`src/rtl/booth_pkg.sv`:
```
// Shared types and Booth recoding helpers for the radix-4 sequential multiplier.
package booth_pkg;

    typedef enum logic [1:0] {
        StIdle,
        StIter,
        StDone
    } state_e;

    typedef logic [2:0] sel_t;

    localparam sel_t SEL_ZERO = 3'd0;
    localparam sel_t SEL_P1   = 3'd1;
    localparam sel_t SEL_P2   = 3'd2;
    localparam sel_t SEL_M1   = 3'd3;
    localparam sel_t SEL_M2   = 3'd4;

    // Radix-4 Booth recoding of one overlapping 3-bit window of the multiplier.
    function automatic sel_t booth_sel(input logic [2:0] win);
        sel_t sel;
        case (win)
            3'b001, 3'b010: sel = SEL_P1;
            3'b011:         sel = SEL_P2;
            3'b100:         sel = SEL_M2;
            3'b101, 3'b110: sel = SEL_M1;
            default:        sel = SEL_ZERO;
        endcase
        return sel;
    endfunction

endpackage

```
`src/rtl/booth_pp_gen.sv`:
```
// Combinational partial-product generator: picks 0, +-md or +-2md for one Booth window.
module booth_pp_gen
    import booth_pkg::*;
#(
    parameter int unsigned N = 16
) (
    input  logic [N-1:0] md_i,
    input  logic [2:0]   win_i,
    output logic [N+1:0] pp_o
);

    logic [N+1:0] md_ext;
    logic [N+1:0] md_x2;
    sel_t         sel;

    // Work at N+2 bits so negating or doubling the most negative md cannot overflow.
    always_comb begin
        md_ext = {{2{md_i[N-1]}}, md_i};
        md_x2  = {md_ext[N:0], 1'b0};
        sel    = booth_sel(win_i);
        case (sel)
            SEL_P1:  pp_o = md_ext;
            SEL_P2:  pp_o = md_x2;
            SEL_M1:  pp_o = -md_ext;
            SEL_M2:  pp_o = -md_x2;
            default: pp_o = '0;
        endcase
    end

endmodule

```
`src/rtl/booth_seq_ctrl.sv`:
```
// Sequencing controller and accumulator for a radix-4 Booth multiplier:
// one Booth digit per clock, valid/ready handshakes on operands and product.
module booth_seq_ctrl
    import booth_pkg::*;
#(
    parameter int unsigned N = 16
) (
    input  logic                          clk,
    input  logic                          reset,
    input  logic                          in_valid,
    output logic                          in_ready,
    input  logic [N-1:0]                  md,
    input  logic [N-1:0]                  mr,
    input  logic                          abort,
    output logic                          out_valid,
    input  logic                          out_ready,
    output logic [2*N-1:0]                out,
    output logic                          busy,
    output logic [$clog2(N/2)-1:0]        digit_idx
);

    localparam int unsigned DIGITS = N / 2;
    localparam int unsigned CW     = $clog2(DIGITS);
    localparam logic [CW-1:0] LastDigit = CW'(DIGITS - 1);

    state_e          state_q, state_d;
    logic [N-1:0]    md_q, md_d;
    logic [N:0]      win_q, win_d;
    logic [2*N-1:0]  acc_q, acc_d;
    logic [2*N-1:0]  out_q, out_d;
    logic            out_valid_q, out_valid_d;
    logic [CW-1:0]   digit_q, digit_d;

    logic [N+1:0]    pp;
    logic [2*N-1:0]  pp_ext;
    logic [2*N-1:0]  pp_sh;
    logic [2*N-1:0]  sum;

    booth_pp_gen #(
        .N (N)
    ) u_pp_gen (
        .md_i  (md_q),
        .win_i (win_q[2:0]),
        .pp_o  (pp)
    );

    // Align the current partial product to its digit weight and add it in.
    always_comb begin
        pp_ext = {{(N - 2){pp[N+1]}}, pp};
        pp_sh  = pp_ext << {digit_q, 1'b0};
        sum    = acc_q + pp_sh;
    end

    // Next-state logic for FSM, operand window, digit counter and accumulator.
    always_comb begin
        state_d     = state_q;
        md_d        = md_q;
        win_d       = win_q;
        acc_d       = acc_q;
        out_d       = out_q;
        out_valid_d = out_valid_q;
        digit_d     = digit_q;
        case (state_q)
            StIdle: begin
                if (in_valid) begin
                    md_d    = md;
                    win_d   = {mr, 1'b0};
                    acc_d   = '0;
                    digit_d = '0;
                    state_d = StIter;
                end
            end
            StIter: begin
                // Abort beats the final digit, so a cancelled job never emits a product.
                if (abort) begin
                    acc_d   = '0;
                    digit_d = '0;
                    state_d = StIdle;
                end else begin
                    acc_d = sum;
                    win_d = {{2{win_q[N]}}, win_q[N:2]};
                    if (digit_q == LastDigit) begin
                        out_d       = sum;
                        out_valid_d = 1'b1;
                        digit_d     = '0;
                        state_d     = StDone;
                    end else begin
                        digit_d = digit_q + CW'(1);
                    end
                end
            end
            StDone: begin
                if (out_ready) begin
                    out_valid_d = 1'b0;
                    state_d     = StIdle;
                end
            end
            default: state_d = StIdle;
        endcase
    end

    // State registers with asynchronous active-low reset.
    always_ff @(posedge clk or negedge reset) begin
        if (!reset) begin
            state_q     <= StIdle;
            md_q        <= '0;
            win_q       <= '0;
            acc_q       <= '0;
            out_q       <= '0;
            out_valid_q <= 1'b0;
            digit_q     <= '0;
        end else begin
            state_q     <= state_d;
            md_q        <= md_d;
            win_q       <= win_d;
            acc_q       <= acc_d;
            out_q       <= out_d;
            out_valid_q <= out_valid_d;
            digit_q     <= digit_d;
        end
    end

    // Control outputs come only from registers, never from the handshake inputs.
    always_comb begin
        in_ready  = (state_q == StIdle);
        busy      = (state_q != StIdle);
        out       = out_q;
        out_valid = out_valid_q;
        digit_idx = digit_q;
    end

endmodule

```
`config.mk`:
```
export PLATFORM = sky130hd
export DESIGN_NAME = booth_seq_ctrl
export DESIGN_NICKNAME = d
export VERILOG_FILES = /design/src/rtl/booth_pkg.sv /design/src/rtl/booth_pp_gen.sv /design/src/rtl/booth_seq_ctrl.sv
export SDC_FILE = /design/constraint.sdc
export NUM_CORES = 1
export LEC_CHECK = 0
export CORE_ASPECT_RATIO = 1.75
export CORE_UTILIZATION = 53
export CTS_CLUSTER_SIZE = 25
export DETAILED_ROUTE_END_ITERATION = 8
export GPL_TIMING_DRIVEN = 0
export HOLD_SLACK_MARGIN = 0.12
export PLACE_DENSITY = 0.87
export SYNTH_ARGS = -nofsm -noshare
export SYNTH_HDL_FRONTEND = slang
export SYNTH_HIERARCHICAL = 1
export SYNTH_SLANG_ARGS = --single-unit
export TNS_END_PERCENT = 1
```
`constraint.sdc`:
```
create_clock -name clk -period 4.6 [get_ports clk]
set_clock_uncertainty 0.15 [all_clocks]
set_input_delay 0.92 -clock clk [delete_from_list [all_inputs] [get_ports clk]]
set_output_delay 0.92 -clock clk [all_outputs]
set_load 0.005 [all_outputs]
```
* Word-level counts from Yosys, hierarchy flattened
Index checks and enable logic that the tools add are counted.
Widths: inputs -> output; s select.
** Cells by class
- $add $sub $neg :: 4
- Equal/unequal tests :: 18
- Shift operators :: 1
- Mux-type cells :: 21
- Bitwise operators :: 2
- Reductions and logical operators :: 13
** Operator list (number)
- $pmux 18 s4 :: 1
- $mux 32 :: 2
- $pmux 32 s2 :: 1
- $neg 18->18 :: 2
- $pmux 17 s2 :: 1
- $add 32x32->32 :: 1
- $shl 32x4->32 :: 1
- $mux 17 :: 1
- $mux 16 :: 1
- $eq 3x3->1 const B :: 5
- $eq 3x2->1 const B :: 4
- $pmux 3 s4 :: 1
- $reduce_and 3->1 :: 4
- $mux 3 :: 3
- $mux 2 :: 4
- $ne 2x2->1 const B :: 4
- $eq 3x1->1 const B :: 2
- $pmux 2 s3 :: 1
- $pmux 3 s2 :: 1
- $reduce_bool 2->1 :: 3
- $reduce_and 2->1 :: 2
- $reduce_and 4->1 :: 1
- $reduce_or 2->1 :: 2
- $add 3x1->3 const B :: 1
- other kinds (7) :: 10
** Storage, ports and cells
- Bits in registers :: 103
- Input port bits :: 37
- Output and inout bits :: 38
- Word-level logic and storage cells :: 67

* Logic depth before layout (Yosys ltp)
Gate-level depths: netlist of the first run.
- Depth after elaboration :: 9
- Mapped depth :: 23
- Gate-level depth less buffers :: 21

* Modules after synthesis
The synthesis of the first run kept the hierarchy.
** By module, submodules not included
- booth_seq_ctrl :: instances 1, cells an instance 704, area each 6294.8 µm², seq. area each 2577.5 µm²
- booth_pp_gen :: instances 1, cells an instance 156, area each 978.4 µm², seq. area each 0.0 µm²

* Least setup slack after synthesis of the first run
Ideal clock, no wire load.
- Kind :: flip-flop to flip-flop
- Start point :: register md_q[0]
- End point :: register acc_q[31]
- Library setup time :: 0.137 ns
- Data arrival time :: 4.389 ns
- Data required time :: 4.313 ns
- Slack :: -0.076 ns
- Stages on the path, launching flop included :: 24
- Buffers on the path :: 2
- Period minus slack after synthesis :: 4.676 ns
- Path through :: dfrtp_1 inv_1 ha_1 or4b_1 buf_6 nor4_2 xor2_1 nor2_1 a211o_1 mux2_2 nor2_1 a21oi_1 nor2_1 a21oi_1 ha_1 buf_2 nand2_1 nor3_1 nand4_1 and3_1 a21oi_1 nor3b_1 o311ai_0 nand3_1
** Between the ends
- Longest elaborated chain between the ends :: 6
- Elaborated cells between the ends (all ways) :: 7
- Classes of those cells :: add/sub (3); shift (1); mux (3)
** Ends and longest elaborated chain
- from (decl) :: line booth_seq_ctrl.sv:27 : logic [N-1:0] md_q, md_d;
- from (signal assigned) :: line booth_seq_ctrl.sv:114 : md_q <= md_d;
- $neg 18->18 (on tied branches) :: line booth_pp_gen.sv:25, booth_pp_gen.sv:24
- $pmux 18 s4 * :: line booth_pp_gen.sv:21 : case (sel)
- net pp[13] :: line booth_seq_ctrl.sv:34 : logic [N+1:0] pp;
- $shl 32x4->32 * :: line booth_seq_ctrl.sv:50 : pp_sh = pp_ext << {digit_q, 1'b0};
- $add 32x32->32 * :: line booth_seq_ctrl.sv:51 : sum = acc_q + pp_sh;
- $mux 32 * :: line booth_seq_ctrl.sv:75 : if (abort) begin
- $pmux 32 s2 * :: line booth_seq_ctrl.sv:63 : case (state_q)
- to (signal assigned) :: line booth_seq_ctrl.sv:108 : acc_q <= '0;
- to (signal assigned) :: line booth_seq_ctrl.sv:116 : acc_q <= acc_d;
- to (decl) :: line booth_seq_ctrl.sv:29 : logic [2*N-1:0] acc_q, acc_d;
Mark *: on every way through the listed nets, which the timed path passes. The rest lies on a longest branch.
A chain may end at the register's enable or synchronous reset.

* Final worst setup path of the first run
- Start point :: register md_q[0]
- End point :: register out_q[17], in the netlist out[17]
** Between the ends
- Longest elaborated chain between the ends :: 4
- Elaborated cells between the ends (all ways) :: 5
- Classes of those cells :: add/sub (3); shift (1); mux (1)
** Ends and longest elaborated chain
- $neg 18->18 (on tied branches) :: line booth_pp_gen.sv:25, booth_pp_gen.sv:24
- $pmux 18 s4 * :: line booth_pp_gen.sv:21
- net pp[8] :: line booth_seq_ctrl.sv:34
- $shl 32x4->32 * :: line booth_seq_ctrl.sv:50
- $add 32x32->32 * :: line booth_seq_ctrl.sv:51
- to (signal assigned) :: line booth_seq_ctrl.sv:117 : out_q <= out_d;
- to (decl) :: line booth_seq_ctrl.sv:30 : logic [2*N-1:0] out_q, out_d;
Marked as above.

==> key figures, run 1 <==
Drt
  – Wire per inst: 20.0 um
  – Drt drc: 0
  – Total Wirelength: 22.9 mm
  – Initial DRC Count: 468
  – Via count: 7,225
  – Number of routed nets with antenna violations: 0
  – Drt pass-1 iters: 5
  – Vias per inst: 6.31

Timing
  – Fin crit share: 1.11
  – Final worst slack: -508 ps
  – Min Tclk post-route: 5110 ps
  – Number of max-slew violations in the final report: 0
  – Fmax: 196 MHz
  – Hold Violations, Final: 0
  – RSZ-0062 raised after global routing: yes
  – WHS: 329 ps
  – Slew HR: 0.360
  – Worst-Margin Slew: 956 ps
  – Setup-failing EPs final: 36

Global routing
  – Antenna violations before repair: 0
  – GR Overflow Total: 0
  – Overall Global Routing Usage: 0.309
  – Pin count of the biggest net entering global routing: 55
  – Vias in the first global route: 7,223
  – First-pass GRT wire length: 34.8 mm

Finish
  – Filler Cells Inserted: 980
  – Layout Nets: 1,038
  – Fin cells: 1,145
  – N_diodes: 0
  – Finished Cell Area: 9230 um^2
  – Layout area overhead: 26.8%
  – Post-layout util: 0.689
  – Share of cells above drive strength 1: 0.158

Hold path
  – Hold Path Class: reg -> reg

Placed design
  – IO buf count: 74
  – Post-DP Area: 8260 um^2
  – DP HPWL: 15.6 mm
  – Gp weighted congestion: 0.954
  – Cell count after placement: 1,109

Synth
  – Synth top cells by count: nand2_1 (167), dfrtp_1 (103), nor2_1 (62)
  – Synth area leaders: dfrtp_1 (35%), nand2_1 (8.6%), ha_1 (5.8%), mux2_2 (3.9%), a21oi_1 (3.8%)
  – Synth Flop Type: dfrtp_1
  – Yosys warnings: 6
  – Seq/Total Area, Yosys: 0.354
  – Library cells used by synthesis: 70
  – Post-synth top area cell: dfrtp_1
  – Post-Syn Nets: 932
  – Area of the mapped netlist: 7270 um^2
  – FF+latch count, synth: 103
  – Post-Synthesis Cells: 860
  – Area share of the largest cell type after synthesis: 0.354
  – FFs w/ async S/R, synth: 1.00
  – Synth Area per Inst: 8.46 um^2
  – Most frequent cell after synthesis: nand2_1
  – Post-synth EDFFs: 0

Clock tree
  – Root Buffer: clkbuf_16
  – TritonCTS Buffers: 9
  – H-tree Lvls: 3
  – Clk buf depth: 2
  – Clk slew on worst S/H paths: 80 ps
  – Hold buffers post-CTS: 0
  – Clock sink count: 103
  – Clock Latency Late Sink: 380 ps
  – CTS tree: done

Setup path
  – Worst setup EP type: flip-flop
  – Crit path required time: 4710 ps
  – CP Max Fanout: 5
  – Startpoint Class: flip-flop
  – Worst Path Arrival: 5220 ps
  – Critical path type: reg -> reg

Floorplan
  – Initial core utilization: 0.543
  – Die Span Y: 157 um
  – Die area: 14,200 um^2
  – Core region area: 13,400 um^2
  – Die Wd: 90.6 um
  – FP Rows: 56
  – Ports: 75

Run status
  – Failing checks: negative setup slack
  – Outcome: finished, violations left

Pwr
  – Lkg Pwr: 4.23 nW
  – Power per cell area: 689 nW/um^2
  – VDD IR max: 0.000456 V

Run
  – Max-Cap Viols: 0
cell usage in the layout, fill, tap and decap left out, drive strengths merged, types with 7 or more instances in the layout:
cell	count
dfrtp	103
and3	10
nor2	64
a21o	20
o21ai	45
ha	34
nand2	167
buf	34
clkdlybuf4s50	73
inv	25
xnor2	26
a22o	30
nor3	16
nand3	16
a31oi	15
mux2	25
a22oi	7
mux2i	25
clkbuf	46
a211o	7
o31ai	7
and2	10
xor2	17
a21oi	56
nand2b	7
where the power goes:
part	leakage (nW)	total, mW	switching (mW)	internal, mW
clock network	0.161	0.870	0.423	0.447
logic	2.72	4.19	2.47	1.72
registers	1.34	1.30	0.200	1.10
path summary, 6_finish.rpt:
check	start	endpoint	slack [ps]	cells after the start
max in group asynchronous	reset	out[23]	3170	2
min in group asynchronous	reset	md_q[11]	420	1
min reg2reg	win_q[16]	win_q[16]	330	2
min	win_q[16]	win_q[16]	330	2
max	md_q[0]	out[17]	-510	20
max reg2reg	md_q[0]	out[17]	-510	20
worst max-delay path: stages, from the launching register on:
cell and delay, ps:
dfrtp_1 420, inv_2 100, ha_4 150, or4b_4 530, or2_4 310, nor2_4 130
xnor2_2 100, a221o_1 410, mux2_4 310, o21ai_4 190, o21ai_4 110, ha_4 260
buf_6 120, a21oi_2 180, o22ai_1 120, a211o_1 320, a21o_1 260, a21o_1 210
a21oi_4 240, xnor2_2 110, mux2_4 260
routing by layer:
metal | wire length, um | GRT usage
met5 | 0 | 0
met4 | 1710 | 0.247
met1 | 8030 | 0.311
met2 | 11900 | 0.565
met3 | 1280 | 0.0454
registers in the layout, summed over array words and instances, names as in the netlist:
register,flops
digit_idx,3
md_q,16
acc_q,32
state_q,2
out_valid,1
win_q,17
out,32
what timing repair did:
item                                   CTS  global route
endpoints found under the hold margin    0             0
gates resized for setup                 61            52
setup endpoints to repair               42            39
pin swaps                               14            38
buffers inserted                        13            11
metrics by stage:
step	worst slack [ps]	power [mW]	setup TNS (ps)
floorplan	-2.63	3.71	-7.66
global placement	-1510	4.45	-176360
detailed placement	-908	4.53	-21750
CTS	-290	5.76	-5810
global route	-638	6.73	-15490
finish	-508	6.36	-10170
final cells by class:
type,instances,area [um^2],share of cell area
multi-input cells,686,4870,0.527
repair buffers,99,950,0.103
well taps,174,218,0.0236
clock inverters,7,108,0.0117
plain buffers,45,199,0.0216
flip-flops and latches,103,2580,0.279
inverters,22,82.6,0.00895
clock buffers,9,225,0.0244
cell families (layout without fill, tap and decap cells):
group / Yosys count / count (layout) / synth area share
AND/OR/NAND/NOR: 321 / 321 / 0.197
AO/OA/AOI/OAI: 237 / 237 / 0.223
flip-flops: 103 / 103 / 0.354
adder cells (fa/ha/maj): 35 / 35 / 0.0612
multiplexers: 50 / 50 / 0.0731
buffers and inverters: 71 / 182 / 0.0394
XOR/XNOR: 43 / 43 / 0.0518
No activity file was read; power rests on OpenSTA's default activity.
==> run 2: changes to the inputs <==
- ABC_CLOCK_PERIOD_IN_PS: default -> 4600
- CTS_CLUSTER_SIZE: 25 -> default
- GPL_TIMING_DRIVEN: 0 -> default
==> key figures, run 2 (synthesis results as in run 1) <==
Setup path
  – Worst Path Arrival: 5040 ps (-180 ps)
  – Critical path type: reg -> reg
  – Slowest Stage Delay on Critical Path: 510 ps (-20 ps)
  – CP delay by family, top: simple AND/OR/NAND/NOR gates
  – Crit path required time: 4700 ps (about the same)
  – Startpoint Class: flip-flop
  – CP Cell Sequence: inv_2, ha_4, or4b_4, or2_4, nor2_4, xnor2_2, a221o_1, mux2i_2, nand2_1, o21ai_1, buf_4, mux2i_2, ha_1, buf_6, a21o_1, a21o_1, a32oi_2, and3_4, nor2_1, xor2_1, mux2_4
  – Slowest cell on the critical path: or4b_4
  – CP Max Fanout: 4 (-1)
  – Crit path buffers/inverters: 3 (+1)
  – Worst setup EP type: flip-flop

Run status
  – Outcome: finished, violations left
  – Failing checks: negative setup slack

Finish
  – Commonest non-fill, non-tap cell in the layout: nand2_1
  – Share of cells above drive strength 1: 0.273 (+0.116)
  – Post-layout util: 0.748 (+0.0587)
  – Layout area overhead: 37.6%
  – N_diodes: 0 (unchanged)
  – Layout Nets: 1,114 (+7.3%)
  – Commonest cells after routing, fill and taps aside: nand2_1 (163), buf_4 (146), dfrtp_1 (103), clkdlybuf4s50_1 (73), nor2_1 (56)
  – FF+latch area: 2580 um^2 (unchanged)
  – Multi-input logic area: 4970 um^2 (+2.2%)
  – Filler Cells Inserted: 836 (-15%)

Timing
  – RSZ-0062 raised after global routing: yes
  – Fmax: 202 MHz (+3.4%)
  – Final worst slack: -341 ps (+167 ps)
  – Hold Violations, Final: 0 (unchanged)
  – Worst-Margin Slew: 1100 ps (+143 ps)
  – Number of max-slew violations in the final report: 0 (unchanged)
  – Setup-failing EPs final: 35 (-2.8%)
  – Slew HR: 0.267 (-0.0933)
  – Fin crit share: 1.07 (-0.0363)
  – Min Tclk post-route: 4940 ps (-167 ps)

Placed design
  – Placement Setup Slack: -389 ps (+520 ps)
  – IO buf count: 74 (unchanged)
  – Gp weighted congestion: 0.963 (+0.91%)
  – DP HPWL: 16.2 mm (+4.1%)

Pwr
  – Int Power: 3.98 mW (+22%)
  – Lkg Pwr: 4.78 nW (+13%)
  – Power per cell area: 742 nW/um^2 (+7.7%)
  – Net Sw Frac: 0.465 (-0.0208)
  – Clock share of power: 0.116 (-0.021)
  – Reg power frac: 0.174 (-0.031)
  – Psw: 3.46 mW (+12%)
  – Gate power share: 0.710 (+0.052)
  – VDD IR max: 0.000518 V (+14%)

Global routing
  – Grt met1 use: 0.334 (+0.0228)
  – Antenna violations before repair: 0 (unchanged)
  – First-pass GRT wire length: 38.0 mm (+9.2%)
  – GR Overflow Total: 0 (unchanged)
  – Met2 usage in global routing: 0.613 (+0.0480)
  – Met3 GRT Util: 0.0609 (+0.0155)
  – Overall Global Routing Usage: 0.337 (+0.0276)
  – Vias in the first global route: 8,091 (+12%)
  – GRT Max-Usage Layer: met2
  – Pin count of the biggest net entering global routing: 43 (-22%)

Floorplan
  – Ports: 75 (unchanged)
  – Core region area: 13,400 um^2 (unchanged)
  – FP Rows: 56 (unchanged)
  – Die Wd: 90.6 um (unchanged)
  – Die area: 14,200 um^2 (unchanged)
  – Initial core utilization: 0.543 (unchanged)
  – Die Span Y: 157 um (unchanged)

Clock tree
  – Root Buffer: clkbuf_16
  – H-tree Lvls: 3 (unchanged)
  – Clock sink count: 103 (unchanged)
  – CTS tree: done
  – TritonCTS Buffers: 9 (unchanged)
  – Clk slew on worst S/H paths: 80 ps (about the same)
  – Clk buf depth: 2 (unchanged)
  – Clock Latency Late Sink: 370 ps (about the same)

Drt
  – Number of routed nets with antenna violations: 0 (unchanged)
  – Wire per inst: 20.9 um (+4.5%)
  – Drt drc: 0 (unchanged)
  – Via count: 7,882 (+9.1%)
  – Drt pass-1 iters: 5 (unchanged)
  – Total Wirelength: 25.6 mm (+11%)
  – Initial DRC Count: 702 (+50%)
  – Vias per inst: 6.46 (+2.3%)

Run
  – Max-Cap Viols: 0 (unchanged)

Hold path
  – Hold Path Class: reg -> reg
==> run 2: changes by cell type in the layout (fill, tap and decap cells not counted), sizes merged <==
| cell | change |
|---|---|
| buf | +113 |
| clkbuf | -37 |
==> run 2: worst register-to-register path, stage by stage (launching register included) <==
cell and delay [ps]:
dfrtp_1 390, inv_2 80, ha_4 130, or4b_4 510
or2_4 310, nor2_4 100, xnor2_2 80, a221o_1 390
mux2i_2 270, nand2_1 130, o21ai_1 130, buf_4 160
mux2i_2 80, ha_1 370, buf_6 140, a21o_1 180
a21o_1 200, a32oi_2 210, and3_4 290, nor2_1 80
xor2_1 180, mux2_4 280
==> run 2: final timing paths <==
check	end	cells after the start	start	slack (ps)
max reg2reg	out[24]	21	md_q[0]	-340
min reg2reg	out[3]	2	out[3]	330
min	out[3]	2	out[3]	330
min in group asynchronous	out[29]	1	reset	390
max	out[24]	21	md_q[0]	-340
max in group asynchronous	out[12]	2	reset	3040
==> run 2: per-stage QoR <==
stage               power, mW  instance area [um^2]  cells  hold slack, ps  setup TNS, ps
detailed placement       5.38                  8980   1184             312          -8130
finish                   7.43                 10000   1221             333          -5860
global route             7.76                 10000   1221             367          -9060
floorplan                3.71                  7280    860             287          -7.66
global placement         5.28                  8980   1184             301          -6400
CTS                      6.71                  9710   1216             332           -819
==> run 2: power groups by stage <==
stage	sequential [mW]	clock (mW)	combinational (mW)
final	1.29	0.861	5.28
after global routing	1.31	0.891	5.55
after CTS	1.27	0.858	4.57
after detailed placement	1.28	0	4.09
after global placement	1.28	0	4.00
after floorplan	1.23	0	2.49
==> run 2: layout make-up <==
cell class,count,area share
multi-input cells,686,0.497
well taps,174,0.0217
inverters,22,0.00825
clock buffers,9,0.0225
clock inverters,7,0.00950
repair buffers,220,0.184
flip-flops and latches,103,0.257
==> run 2: repair_timing <==
action	4_1_cts	5_1_grt
endpoints found under the setup margin	34	41
gates resized for setup	72	55
hold buffers	0	0
setup buffers	16	5
pin swaps	47	47
==> run 2: layer usage <==
metal | wire length (um) | part of all wire
met1 | 8800 | 0.34
met2 | 13100 | 0.51
met3 | 1640 | 0.064
met4 | 2000 | 0.078
met5 | 0 | 0
